<file path="src/rtl/booth_radix4_mul.sv">
// Multi-cycle radix-4 (modified) Booth multiplier with valid/ready handshakes.
// Retires two multiplier bits per cycle; per-transaction signed/unsigned mode.
module booth_radix4_mul #(
    parameter int unsigned WIDTH = 8
) (
    input  logic                 clk,
    input  logic                 rst_n,
    input  logic                 in_valid,
    output logic                 in_ready,
    input  logic [WIDTH-1:0]     a,
    input  logic [WIDTH-1:0]     b,
    input  logic                 signed_mode,
    output logic                 out_valid,
    input  logic                 out_ready,
    output logic [2*WIDTH-1:0]   product,
    output logic                 busy
);

    localparam int unsigned XW = WIDTH + 2;
    localparam int unsigned N  = XW / 2;
    localparam int unsigned CW = $clog2(N + 1);
    localparam int unsigned PW = 2 * WIDTH;

    // Reject odd or too-narrow operand widths at elaboration.
    if (((WIDTH % 2) != 0) || (WIDTH < 4)) begin : g_width_check
        $error("booth_radix4_mul: WIDTH must be even and >= 4");
    end

    typedef enum logic [1:0] {
        S_IDLE = 2'd0,
        S_CALC = 2'd1,
        S_DONE = 2'd2
    } state_t;

    state_t          r_state, w_state_nx;
    logic [XW-1:0]   r_a, w_a_nx;
    logic [XW-1:0]   r_acc, w_acc_nx;
    logic [XW-1:0]   r_m, w_m_nx;
    logic            r_q, w_q_nx;
    logic [CW-1:0]   r_cnt, w_cnt_nx;
    logic [PW-1:0]   r_product, w_product_nx;
    logic            r_out_valid, w_out_valid_nx;
    logic            r_in_ready, w_in_ready_nx;
    logic            r_busy, w_busy_nx;

    logic [XW-1:0]   w_a_ext;
    logic [XW-1:0]   w_b_ext;
    logic [XW:0]     w_a_x;
    logic [XW:0]     w_a2;
    logic [XW:0]     w_addend;
    logic [XW:0]     w_sum;

    // Operand widening: the two extra bits make unsigned operands look positive.
    always_comb begin
        w_a_ext = signed_mode ? {{2{a[WIDTH-1]}}, a} : {2'b00, a};
        w_b_ext = signed_mode ? {{2{b[WIDTH-1]}}, b} : {2'b00, b};
    end

    // Booth triplet decode and the XW+1 bit partial-product adder.
    always_comb begin
        w_a_x    = {r_a[XW-1], r_a};
        w_a2     = {r_a, 1'b0};
        w_addend = '0;
        unique case ({r_m[1:0], r_q})
            3'b001, 3'b010: w_addend = w_a_x;
            3'b011:         w_addend = w_a2;
            3'b100:         w_addend = '0 - w_a2;
            3'b101, 3'b110: w_addend = '0 - w_a_x;
            default:        w_addend = '0;
        endcase
        w_sum = {r_acc[XW-1], r_acc} + w_addend;
    end

    // Next-state and next-register logic.
    always_comb begin
        w_state_nx     = r_state;
        w_a_nx         = r_a;
        w_acc_nx       = r_acc;
        w_m_nx         = r_m;
        w_q_nx         = r_q;
        w_cnt_nx       = r_cnt;
        w_product_nx   = r_product;
        w_out_valid_nx = r_out_valid;
        w_in_ready_nx  = r_in_ready;
        w_busy_nx      = r_busy;
        unique case (r_state)
            S_IDLE: begin
                if (in_valid && r_in_ready) begin
                    w_a_nx        = w_a_ext;
                    w_m_nx        = w_b_ext;
                    w_acc_nx      = '0;
                    w_q_nx        = 1'b0;
                    w_cnt_nx      = CW'(N);
                    w_in_ready_nx = 1'b0;
                    w_busy_nx     = 1'b1;
                    w_state_nx    = S_CALC;
                end
            end
            S_CALC: begin
                if (r_cnt == '0) begin
                    w_product_nx   = PW'({r_acc, r_m});
                    w_out_valid_nx = 1'b1;
                    w_state_nx     = S_DONE;
                end else begin
                    // Arithmetic shift of {sum, M, Q(-1)} right by two.
                    w_acc_nx = {w_sum[XW], w_sum[XW:2]};
                    w_m_nx   = {w_sum[1:0], r_m[XW-1:2]};
                    w_q_nx   = r_m[1];
                    w_cnt_nx = r_cnt - CW'(1);
                end
            end
            S_DONE: begin
                if (r_out_valid && out_ready) begin
                    w_out_valid_nx = 1'b0;
                    w_in_ready_nx  = 1'b1;
                    w_busy_nx      = 1'b0;
                    w_state_nx     = S_IDLE;
                end
            end
            default: begin
                w_state_nx     = S_IDLE;
                w_out_valid_nx = 1'b0;
                w_in_ready_nx  = 1'b1;
                w_busy_nx      = 1'b0;
            end
        endcase
    end

    // State and datapath registers; reset aborts any operation in flight.
    always_ff @(posedge clk or negedge rst_n) begin
        if (!rst_n) begin
            r_state     <= S_IDLE;
            r_a         <= '0;
            r_acc       <= '0;
            r_m         <= '0;
            r_q         <= 1'b0;
            r_cnt       <= '0;
            r_product   <= '0;
            r_out_valid <= 1'b0;
            r_in_ready  <= 1'b1;
            r_busy      <= 1'b0;
        end else begin
            r_state     <= w_state_nx;
            r_a         <= w_a_nx;
            r_acc       <= w_acc_nx;
            r_m         <= w_m_nx;
            r_q         <= w_q_nx;
            r_cnt       <= w_cnt_nx;
            r_product   <= w_product_nx;
            r_out_valid <= w_out_valid_nx;
            r_in_ready  <= w_in_ready_nx;
            r_busy      <= w_busy_nx;
        end
    end

    assign in_ready  = r_in_ready;
    assign out_valid = r_out_valid;
    assign product   = r_product;
    assign busy      = r_busy;

endmodule

</file>
<file path="config.mk">
export PLATFORM = sky130hd
export DESIGN_NAME = booth_radix4_mul
export DESIGN_NICKNAME = d
export VERILOG_FILES = /design/src/rtl/booth_radix4_mul.sv
export SDC_FILE = /design/constraint.sdc
export NUM_CORES = 1
export LEC_CHECK = 0
export CAP_MARGIN = 20
export CORE_ASPECT_RATIO = 0.8
export CORE_MARGIN = 2
export CORE_UTILIZATION = 48
export CTS_CLUSTER_SIZE = 28
export DETAILED_ROUTE_END_ITERATION = 10
export DONT_BUFFER_PORTS = 1
export GPL_TIMING_DRIVEN = 0
export SLEW_MARGIN = 10
export SYNTH_ARGS = -nofsm -noshare
export SYNTH_HDL_FRONTEND = slang
export SYNTH_SLANG_ARGS = --single-unit
</file>
<file path="constraint.sdc">
create_clock -name clk -period 8.06 [get_ports clk]
set_input_delay 1.612 -clock clk [delete_from_list [all_inputs] [get_ports clk]]
set_output_delay 1.612 -clock clk [all_outputs]
set_load 0.005 [all_outputs]
</file>
# Yosys cells after proc, flatten, opt, wreduce, memory -nomap -nowiden

Index checks and enable logic that the tools add are counted.

Register bits: 55
Bits in latches: 0
Bits in writable memories: 0
Memory bits (read-only): 0
Output and inout bits: 19
Logic and storage cells: 67
Memories kept: 0

Add/sub/neg operators: 4
Multipliers: 0
Divide/modulo/power cells: 0
Order comparisons: 0
Eq/ne operators: 12
Shift operators: 0
Muxes and demuxes: 26
Bitwise gates (word level): 2
Reduce and logical (&&, ||, !) cells: 13

Operators by type and width:

| cell                  | number |
|---|---|
| $mux 10               | 6 |
| $pmux 11 s4           | 1 |
| $pmux 10 s2           | 2 |
| $reduce_and 3->1      | 4 |
| $add 11x11->11        | 1 |
| $sub 1x10->11 const A | 1 |
| $sub 1x11->11 const A | 1 |
| $eq 3x3->1 const B    | 3 |
| $pmux 1 s3            | 3 |
| $ne 2x2->1 const B    | 4 |
| $eq 3x2->1 const B    | 2 |
| $mux 1                | 6 |
| $mux 2                | 3 |
| $mux 3                | 2 |
| $pmux 2 s3            | 1 |
| $pmux 3 s2            | 1 |
| $reduce_and 2->1      | 2 |
| $reduce_or 2->1       | 2 |
| $eq 3x1->1 const B    | 1 |
| $logic_not 3->1       | 1 |
| $sub 3x1->3 const B   | 1 |
| $eq 2x1->1 const B    | 1 |
| $eq 2x2->1 const B    | 1 |
| $logic_and 1x1->1     | 2 |
| 4 further kinds       | 5 |

# Depth between registers and ports, before layout

Gate-level depths: netlist of the first run.

Depth in word-level cells: 6
Gate-level depth with buffers: 16
Gate-level depth less buffers: 16

# Worst setup path before layout of the first run

OpenSTA, ideal clock, no wires.

Path kind: register to register
From: register r_a[2]
To: register r_acc[8]
Arrival: 3.141 ns
Data required time: 7.981 ns
Slack: 4.840 ns
Cell stages (with the launch flop): 17
Period minus slack after synthesis: 3.220 ns
Path through: dfrtp_1 -> buf_2 -> nor3_1 -> nand2_1 -> or3_1 -> xnor2_1 -> nor2_1 -> a21oi_1 -> a21oi_1 -> ha_1 -> a21o_1 -> a31o_2 -> a21oi_1 -> o21ai_0 -> xnor2_1 -> o21a_1 -> mux2i_1

Cells in the longest elaborated chain, start to end: 5
Elaborated cells on any way between the ends: 6
Classes of those cells: add/sub (3); mux (3)

Ends and longest elaborated chain:

| item                                           | line   | text |
|---|---|---|
| start: declaration                             | 36     | `logic [XW-1:0] r_a, w_a_nx;` |
| start signal: assignment                       | 144    | `r_a <= w_a_nx;` |
| $sub 1x11->11 or $sub 1x10->11 (tied branches) | 67, 68 |  |
| $pmux 11 s4 *                                  | 64     | `unique case ({r_m[1:0], r_q})` |
| $add 11x11->11 *                               | 71     | `w_sum = {r_acc[XW-1], r_acc} + w_addend;` |
| $mux 10 *                                      | 100    | `if (r_cnt == '0) begin` |
| $pmux 10 s2 *                                  | 86     | `unique case (r_state)` |
| end signal: assignment                         | 145    | `r_acc <= w_acc_nx;` |
| end: declaration                               | 37     | `logic [XW-1:0] r_acc, w_acc_nx;` |

Every way passes the cells marked *; elsewhere a longest branch is shown, timed or not. The select of a mux whose other input is x is not followed.
A chain may end at the register's enable or synchronous reset.

# Worst setup path after layout of the first run

Ends and elaborated chain as after synthesis.

==> flow_metrics.env, run 1 <==
export IMPL_status="finished, final reports clean"
export IMPL_dp_slack_ns=4.48
export IMPL_cts_buffer_depth=2
export IMPL_cts_tree="done"
export IMPL_synth_seq_cells=53
export IMPL_post_cts_buffers=0
export IMPL_io_pins=40
export IMPL_grt_pass1_wl_um=11500
export IMPL_yosysWarningCount=0
export IMPL_syn_nets=374
export IMPL_internal_power_uw=361
export IMPL_grt_use_total=0.214
export IMPL_switching_power_uw=94.2
export IMPL_yosys_area_top_type_share=0.424
export IMPL_grt_pass1_vias=2318
export IMPL_rsz0062_at_grt="no"
export IMPL_placeableCoreArea_um2=6280
export IMPL_cp_end_kind="flop"
export IMPL_finalSetupTns_ns=0
export IMPL_whs_ns=0.474
export IMPL_vias=2427
export IMPL_via_per_inst=5.63
export IMPL_gp_congestion=0.894
export IMPL_synthTopCellsByCount="nand2_1, dfrtp_1, o21ai_0, nor2_1, a21oi_1"
export IMPL_clock_sinks=53
export IMPL_power_clock_fraction=0.412
export IMPL_setup_viol=0
export IMPL_synth_edff_count=0
export IMPL_critPathRequiredTime_ns=8.30
export IMPL_finalCriticalPeriod_ns=3.64
export IMPL_worstPathArrival_ns=3.88
export IMPL_diodes=0
export IMPL_final_nets=381
export IMPL_postLayoutCellArea_um2=3280
export IMPL_critPathLaunchType="flop"
export IMPL_slew_headroom=0.474
export IMPL_tightestPinTransition_ns=0.786
export IMPL_postSynthCellCount=339
export IMPL_port_buffers=0
export IMPL_die_area_um2=7050
export IMPL_routedWlPerCell_um=16.0
export IMPL_yosys_cell_count_top_type="nand2_1"
export IMPL_synth_area_leaders="dfrtp_1, nand2_1, mux2_2"
export IMPL_clock_fmax_ghz=0.275
export IMPL_cts_buffers_inserted=5
export IMPL_dpl_cell_area_um2=3170
export IMPL_synth_flop_cell="dfrtp_1"
export IMPL_grt_overflow_total=0
export IMPL_power_total_uw=455
export IMPL_ctsResizeCount=0
export IMPL_swShare=0.207
export IMPL_hold_path_class="reg2reg"
export IMPL_antenna_found_initial=0
export IMPL_die_h_um=75.5
export IMPL_area_delta_synth_final_pct=7.06
export IMPL_ctsHoldBuffers=0
export IMPL_fp_dieW_um=93.3
export IMPL_fill_cells=583
export IMPL_fin_ws_ns=4.42
export IMPL_grt_max_degree=54
export IMPL_drt_iter0_markers=144
export IMPL_drtAntennaViolNets=0
export IMPL_max_cap_violations=0
export IMPL_totalWireLength_um=6900
export IMPL_rows=26
export IMPL_yosysUniqueCellTypes=47
export IMPL_clk_latency_ns=0.31
export IMPL_power_density_nw_per_um2=139
export IMPL_dr_pass1_iters=4
export IMPL_async_flop_share=1.00
export IMPL_hold_viol_final=0
export IMPL_drc=0
export IMPL_clkTransAtPathRegs_ns=0.10
export IMPL_fin_crit_sh=0.452
export IMPL_vdd_drop_max_uv=79.7
export IMPL_clock_skew_final_ns=0.00910
export IMPL_crit_path_max_fanout=7
export IMPL_ys_seq_area_frac=0.433
export IMPL_mappedNetlistArea_um2=3070
export IMPL_pwr_share_seq=0.584
export IMPL_slew_viol_final=0
export IMPL_start_util=0.488
export IMPL_drive_above_1_share=0.0980
export IMPL_root_buffer="clkbuf_8"
export IMPL_path_class="reg2reg"
export IMPL_synth_top_area_cell="dfrtp_1"
export IMPL_synth_avg_cell_area_um2=9.04
export IMPL_combPwrFrac=0.004
export IMPL_htree_num_levels=2
export IMPL_dp_final_hpwl_um=4900
export IMPL_leakage_uw=0.00152
[sequential cells by signal (all words and copies together) (netlist names)]
register and count:
product 16, r_m 10, r_a 9, r_acc 9, r_cnt 3, r_state 2
busy 1, in_ready 1, out_valid 1, r_q 1
[per-layer routing]
layer | up-vias | share of wire | global-route usage
met4 | 0 | 0.011 | 0.0605
met2 | 65 | 0.44 | 0.336
met5 | - | 0 | 0
met1 | 1162 | 0.50 | 0.305
met3 | 10 | 0.050 | 0.0435
li1 | 1190 | - | -
[power groups by stage]
stage          clock network [µW]  registers [µW]  logic [µW]
2_1_floorplan                   0             271        1.63
3_3_place_gp                    0             271        1.90
3_5_place_dp                    0             271        1.91
4_1_cts                       191             266        1.92
5_1_grt                       203             266        2.32
6_report                      187             266        1.90
[worst max-delay path: stages (launching register included)]
cell	delay, ns
dfrtp_1	0.37
buf_2	0.17
nor3_1	0.43
nand2_1	0.23
or3_1	0.37
xnor2_1	0.20
nor2_1	0.06
a21oi_1	0.12
a21oi_1	0.08
ha_1	0.37
a21o_1	0.18
a31o_2	0.20
a21oi_1	0.18
o21ai_0	0.15
xnor2_1	0.16
o21a_1	0.18
mux2i_1	0.12
[path summary, 6_finish.rpt]
kind | startpoint | to | slack, ns | cells past startpoint
setup / recovery | r_a[2]$_DFFE_PN0P_ | r_acc[8]$_DFFE_PN0P_ | 4.42 | 16
hold / removal | r_cnt[0]$_DFFE_PN0P_ | r_cnt[0]$_DFFE_PN0P_ | 0.47 | 1
setup reg to reg | r_a[2]$_DFFE_PN0P_ | r_acc[8]$_DFFE_PN0P_ | 4.42 | 16
hold reg to reg | r_cnt[0]$_DFFE_PN0P_ | r_cnt[0]$_DFFE_PN0P_ | 0.47 | 1
max in group asynchronous | rst_n | in_ready$_DFFE_PN1P_ | 6.92 | 0
min in group asynchronous | rst_n | out_valid$_DFFE_PN0P_ | 0.98 | 0
[area by class of cell]
type	count	area, µm²	area share
buffer	18	83.8	0.0255
clock buffer	6	72.6	0.0221
clock inverter	2	38.8	0.0118
inverter	14	52.6	0.0160
multi-input combinational	254	1600	0.488
sequential	53	1330	0.404
tap	84	105	0.0320
[cells in the final DEF (no fill, tap or decap), drive strengths merged, types with 2 or more instances in the layout]
| master | instances |
|---|---|
| nand2 | 61 |
| a31oi | 12 |
| mux2i | 2 |
| inv | 15 |
| dfrtp | 52 |
| buf | 5 |
| a21o | 5 |
| mux2 | 16 |
| xnor2 | 11 |
| nor2b | 5 |
| a32oi | 2 |
| nor3 | 3 |
| a21oi | 20 |
| xor2 | 7 |
| clkbuf | 19 |
| and2 | 2 |
| ha | 13 |
| or2 | 2 |
| o21ai | 29 |
| nor2 | 27 |
| a211oi | 2 |
| nand3 | 6 |
| o21a | 4 |
| nand2b | 2 |
| a221oi | 5 |
[stage by stage]
| stage | instances | utilization |
|---|---|---|
| floorplan | 339 | - |
| global placement | 423 | 0.505 |
| detailed placement | 423 | 0.505 |
| CTS | 431 | 0.523 |
| global route | 431 | 0.523 |
| finish | 431 | 0.523 |
[logic make-up (layout without fill, tap and decap cells)]
group | after synthesis | in the layout | share of synthesized area
adders and majority gates | 14 | 14 | 0.0596
buffers and inverters | 32 | 40 | 0.0445
muxes | 18 | 18 | 0.0653
DFF | 53 | 53 | 0.433
and+or+nand+nor | 115 | 115 | 0.164
xor gates and xnor gates | 18 | 18 | 0.0514
AOI/OAI and AO/OA | 89 | 89 | 0.182
No activity file was read; power rests on OpenSTA's default activity.
==> run 2: changes to the inputs <==
--- a/config.mk
+++ b/config.mk
@@ -13,6 +13,7 @@
 export DETAILED_ROUTE_END_ITERATION = 10
 export DONT_BUFFER_PORTS = 1
 export GPL_TIMING_DRIVEN = 0
+export PLACE_DENSITY = 0.65
 export SLEW_MARGIN = 10
 export SYNTH_ARGS = -nofsm -noshare
 export SYNTH_HDL_FRONTEND = slang
==> constraint.sdc (replaced) <==
create_clock -name clk -period 3.2 [get_ports clk]
set_input_delay 0.64 -clock clk [delete_from_list [all_inputs] [get_ports clk]]
set_output_delay 0.64 -clock clk [all_outputs]
set_load 0.005 [all_outputs]
==> flow_metrics.env, run 2 (synthesized netlist as in run 1, its figures left out) <==
export IMPL_status="finished with violations"
export IMPL_violations="setup timing"
export IMPL_hold_viol_final=0
export IMPL_clk_latency_ns=0.33
export IMPL_dr_pass1_iters=5
export IMPL_rows=26
export IMPL_crit_path_max_fanout=4
export IMPL_hold_path_class="in2async"
export IMPL_dp_slack_ns=-0.377
export IMPL_area_delta_synth_final_pct=13.6
export IMPL_reg2reg_depth=16
export IMPL_vdd_drop_max_uv=215
export IMPL_slew_viol_final=0
export IMPL_totalWireLength_um=7320
export IMPL_clock_skew_final_ns=0.0145
export IMPL_via_per_inst=5.64
export IMPL_largest_reg_flops=16
export IMPL_dp_cells=423
export IMPL_dp_final_hpwl_um=5110
export IMPL_routedWlPerCell_um=16.6
export IMPL_fill_cells=572
export IMPL_diodes=0
export IMPL_crit_reg2reg_launch="r_a[1]$_DFFE_PN0P_"
export IMPL_htree_num_levels=2
export IMPL_grt_pass1_wl_um=12300
export IMPL_gp_congestion=0.898
export IMPL_max_cap_violations=0
export IMPL_critPathRequiredTime_ns=3.47
export IMPL_tightestPinTransition_ns=0.761
export IMPL_grt_overflow_total=0
export IMPL_cts_tree="done"
export IMPL_root_buffer="clkbuf_8"
export IMPL_fin_ws_ns=-0.0746
export IMPL_cp_end_kind="flop"
export IMPL_io_pins=40
export IMPL_drt_iter0_markers=119
export IMPL_grt_pass1_vias=2468
export IMPL_start_util=0.488
export IMPL_drc=0
export IMPL_vias=2489
export IMPL_port_buffers=0
export IMPL_final_nets=391
export IMPL_power_density_nw_per_um2=319
export IMPL_rsz0062_at_grt="yes"
export IMPL_drive_above_1_share=0.185
export IMPL_fin_crit_sh=1.02
export IMPL_fp_dieW_um=93.3
export IMPL_grt_max_degree=53
export IMPL_clkTransAtPathRegs_ns=0.12
export IMPL_layout_commonest_cell="nand2_1"
export IMPL_die_h_um=75.5
export IMPL_cts_buffers_inserted=5
export IMPL_cts_buffer_depth=2
export IMPL_leakage_uw=0.00160
export IMPL_rrSetupSlack_ns=-0.07
export IMPL_drtAntennaViolNets=0
export IMPL_mostFrequentLayoutCells="nand2_1, dfrtp_1, o21ai_0, nor2_1, a21oi_1"
export IMPL_worstPathArrival_ns=3.54
export IMPL_clock_sinks=53
export IMPL_path_class="reg2reg"
export IMPL_finalCriticalPeriod_ns=3.27
export IMPL_r2r_end="r_acc[8]$_DFFE_PN0P_"
export IMPL_slew_headroom=0.491
export IMPL_antenna_found_initial=0
export IMPL_clock_fmax_ghz=0.305
export IMPL_die_area_um2=7050
export IMPL_critPathLaunchType="flop"
export IMPL_placeableCoreArea_um2=6280
export IMPL_fin_cells=441
export IMPL_setup_viol=1
export IMPL_grt_use_total=0.225
## run 2: timing repair
item | 4_1_cts | 5_1_grt
endpoints found under the setup margin | 4 | 5
endpoints found under the hold margin | 52 | 0
gates resized for setup | 15 | 13
setup buffers | 8 | 2
hold buffers | 1 | 0
pin swaps | 12 | 9
## run 2: worst max-delay path by stage
stage	depth (start not counted)	slack, ns	from	endpoint
after floorplan	15	0.02	r_a[0]$_DFFE_PN0P_	r_acc[8]$_DFFE_PN0P_
after global placement	15	-0.35	r_a[0]$_DFFE_PN0P_	r_acc[8]$_DFFE_PN0P_
after detailed placement	15	-0.38	r_a[0]$_DFFE_PN0P_	r_acc[8]$_DFFE_PN0P_
after CTS	16	-0.12	r_a[1]$_DFFE_PN0P_	r_acc[8]$_DFFE_PN0P_
after global routing	16	-0.21	r_a[1]$_DFFE_PN0P_	r_acc[8]$_DFFE_PN0P_
final	16	-0.07	r_a[1]$_DFFE_PN0P_	r_acc[8]$_DFFE_PN0P_
## run 2: report_power, final
| group | internal [µW] | leakage [µW] | total (µW) | switching, µW |
|---|---|---|---|---|
| sequential | 669 | 0.000643 | 669 | 0 |
| clock | 164 | 0.0000506 | 422 | 258 |
| combinational | 5.84 | 0.000909 | 20.5 | 14.7 |
| total | 840 | 0.00160 | 1110 | 272 |
## run 2: final cells by class
type	count	area (µm²)	share of cell area
multi-input combinational	254	1700	0.488
tap	84	105	0.0302
inverter	14	52.6	0.0151
sequential	53	1330	0.382
buffer	18	90.1	0.0259
timing repair buffer	10	108	0.0309
clock buffer	5	68.8	0.0198
clock inverter	3	28.8	0.00826
## run 2: layer usage
| layer | share of wire | global-route usage | vias up |
|---|---|---|---|
| li1 | - | - | 1210 |
| met1 | 0.47 | 0.332 | 1185 |
| met2 | 0.44 | 0.343 | 84 |
| met3 | 0.077 | 0.0386 | 10 |
| met4 | 0.013 | 0.0719 | 0 |
| met5 | 0 | 0 | - |
## run 2: critical path, stage by stage, from the launching register on
cell	delay [ns]
dfrtp_2	0.45
inv_2	0.08
ha_4	0.13
or4b_4	0.51
o21ai_4	0.17
xnor2_2	0.09
a32oi_1	0.15
nor2_1	0.07
a221o_1	0.34
ha_4	0.19
a21o_1	0.14
a31o_2	0.21
a21oi_2	0.12
o21ai_1	0.10
xnor2_1	0.15
o21a_1	0.18
mux2i_1	0.12
## run 2: through the flow
stage	util	instance area [µm²]	hold slack (ns)	setup TNS [ns]	power [µW]
floorplan	-	3070	0.344	0	687
global placement	0.506	3180	0.346	-0.426	687
detailed placement	0.506	3180	0.346	-0.516	687
CTS	0.545	3420	0.144	-0.128	1120
global route	0.555	3480	0.133	-0.390	1150
finish	0.555	3480	0.145	-0.0746	1110
==> run 3: changes to the inputs <==
--- a/config.mk
+++ b/config.mk
@@ -14,7 +14,7 @@
 export DONT_BUFFER_PORTS = 1
 export GPL_TIMING_DRIVEN = 0
 export PLACE_DENSITY = 0.65
-export SLEW_MARGIN = 10
+export SLEW_MARGIN = 20
 export SYNTH_ARGS = -nofsm -noshare
 export SYNTH_HDL_FRONTEND = slang
 export SYNTH_SLANG_ARGS = --single-unit
==> results of run 3 <==
Same layout as run 2: the final DEF is identical, and so are final timing and power.
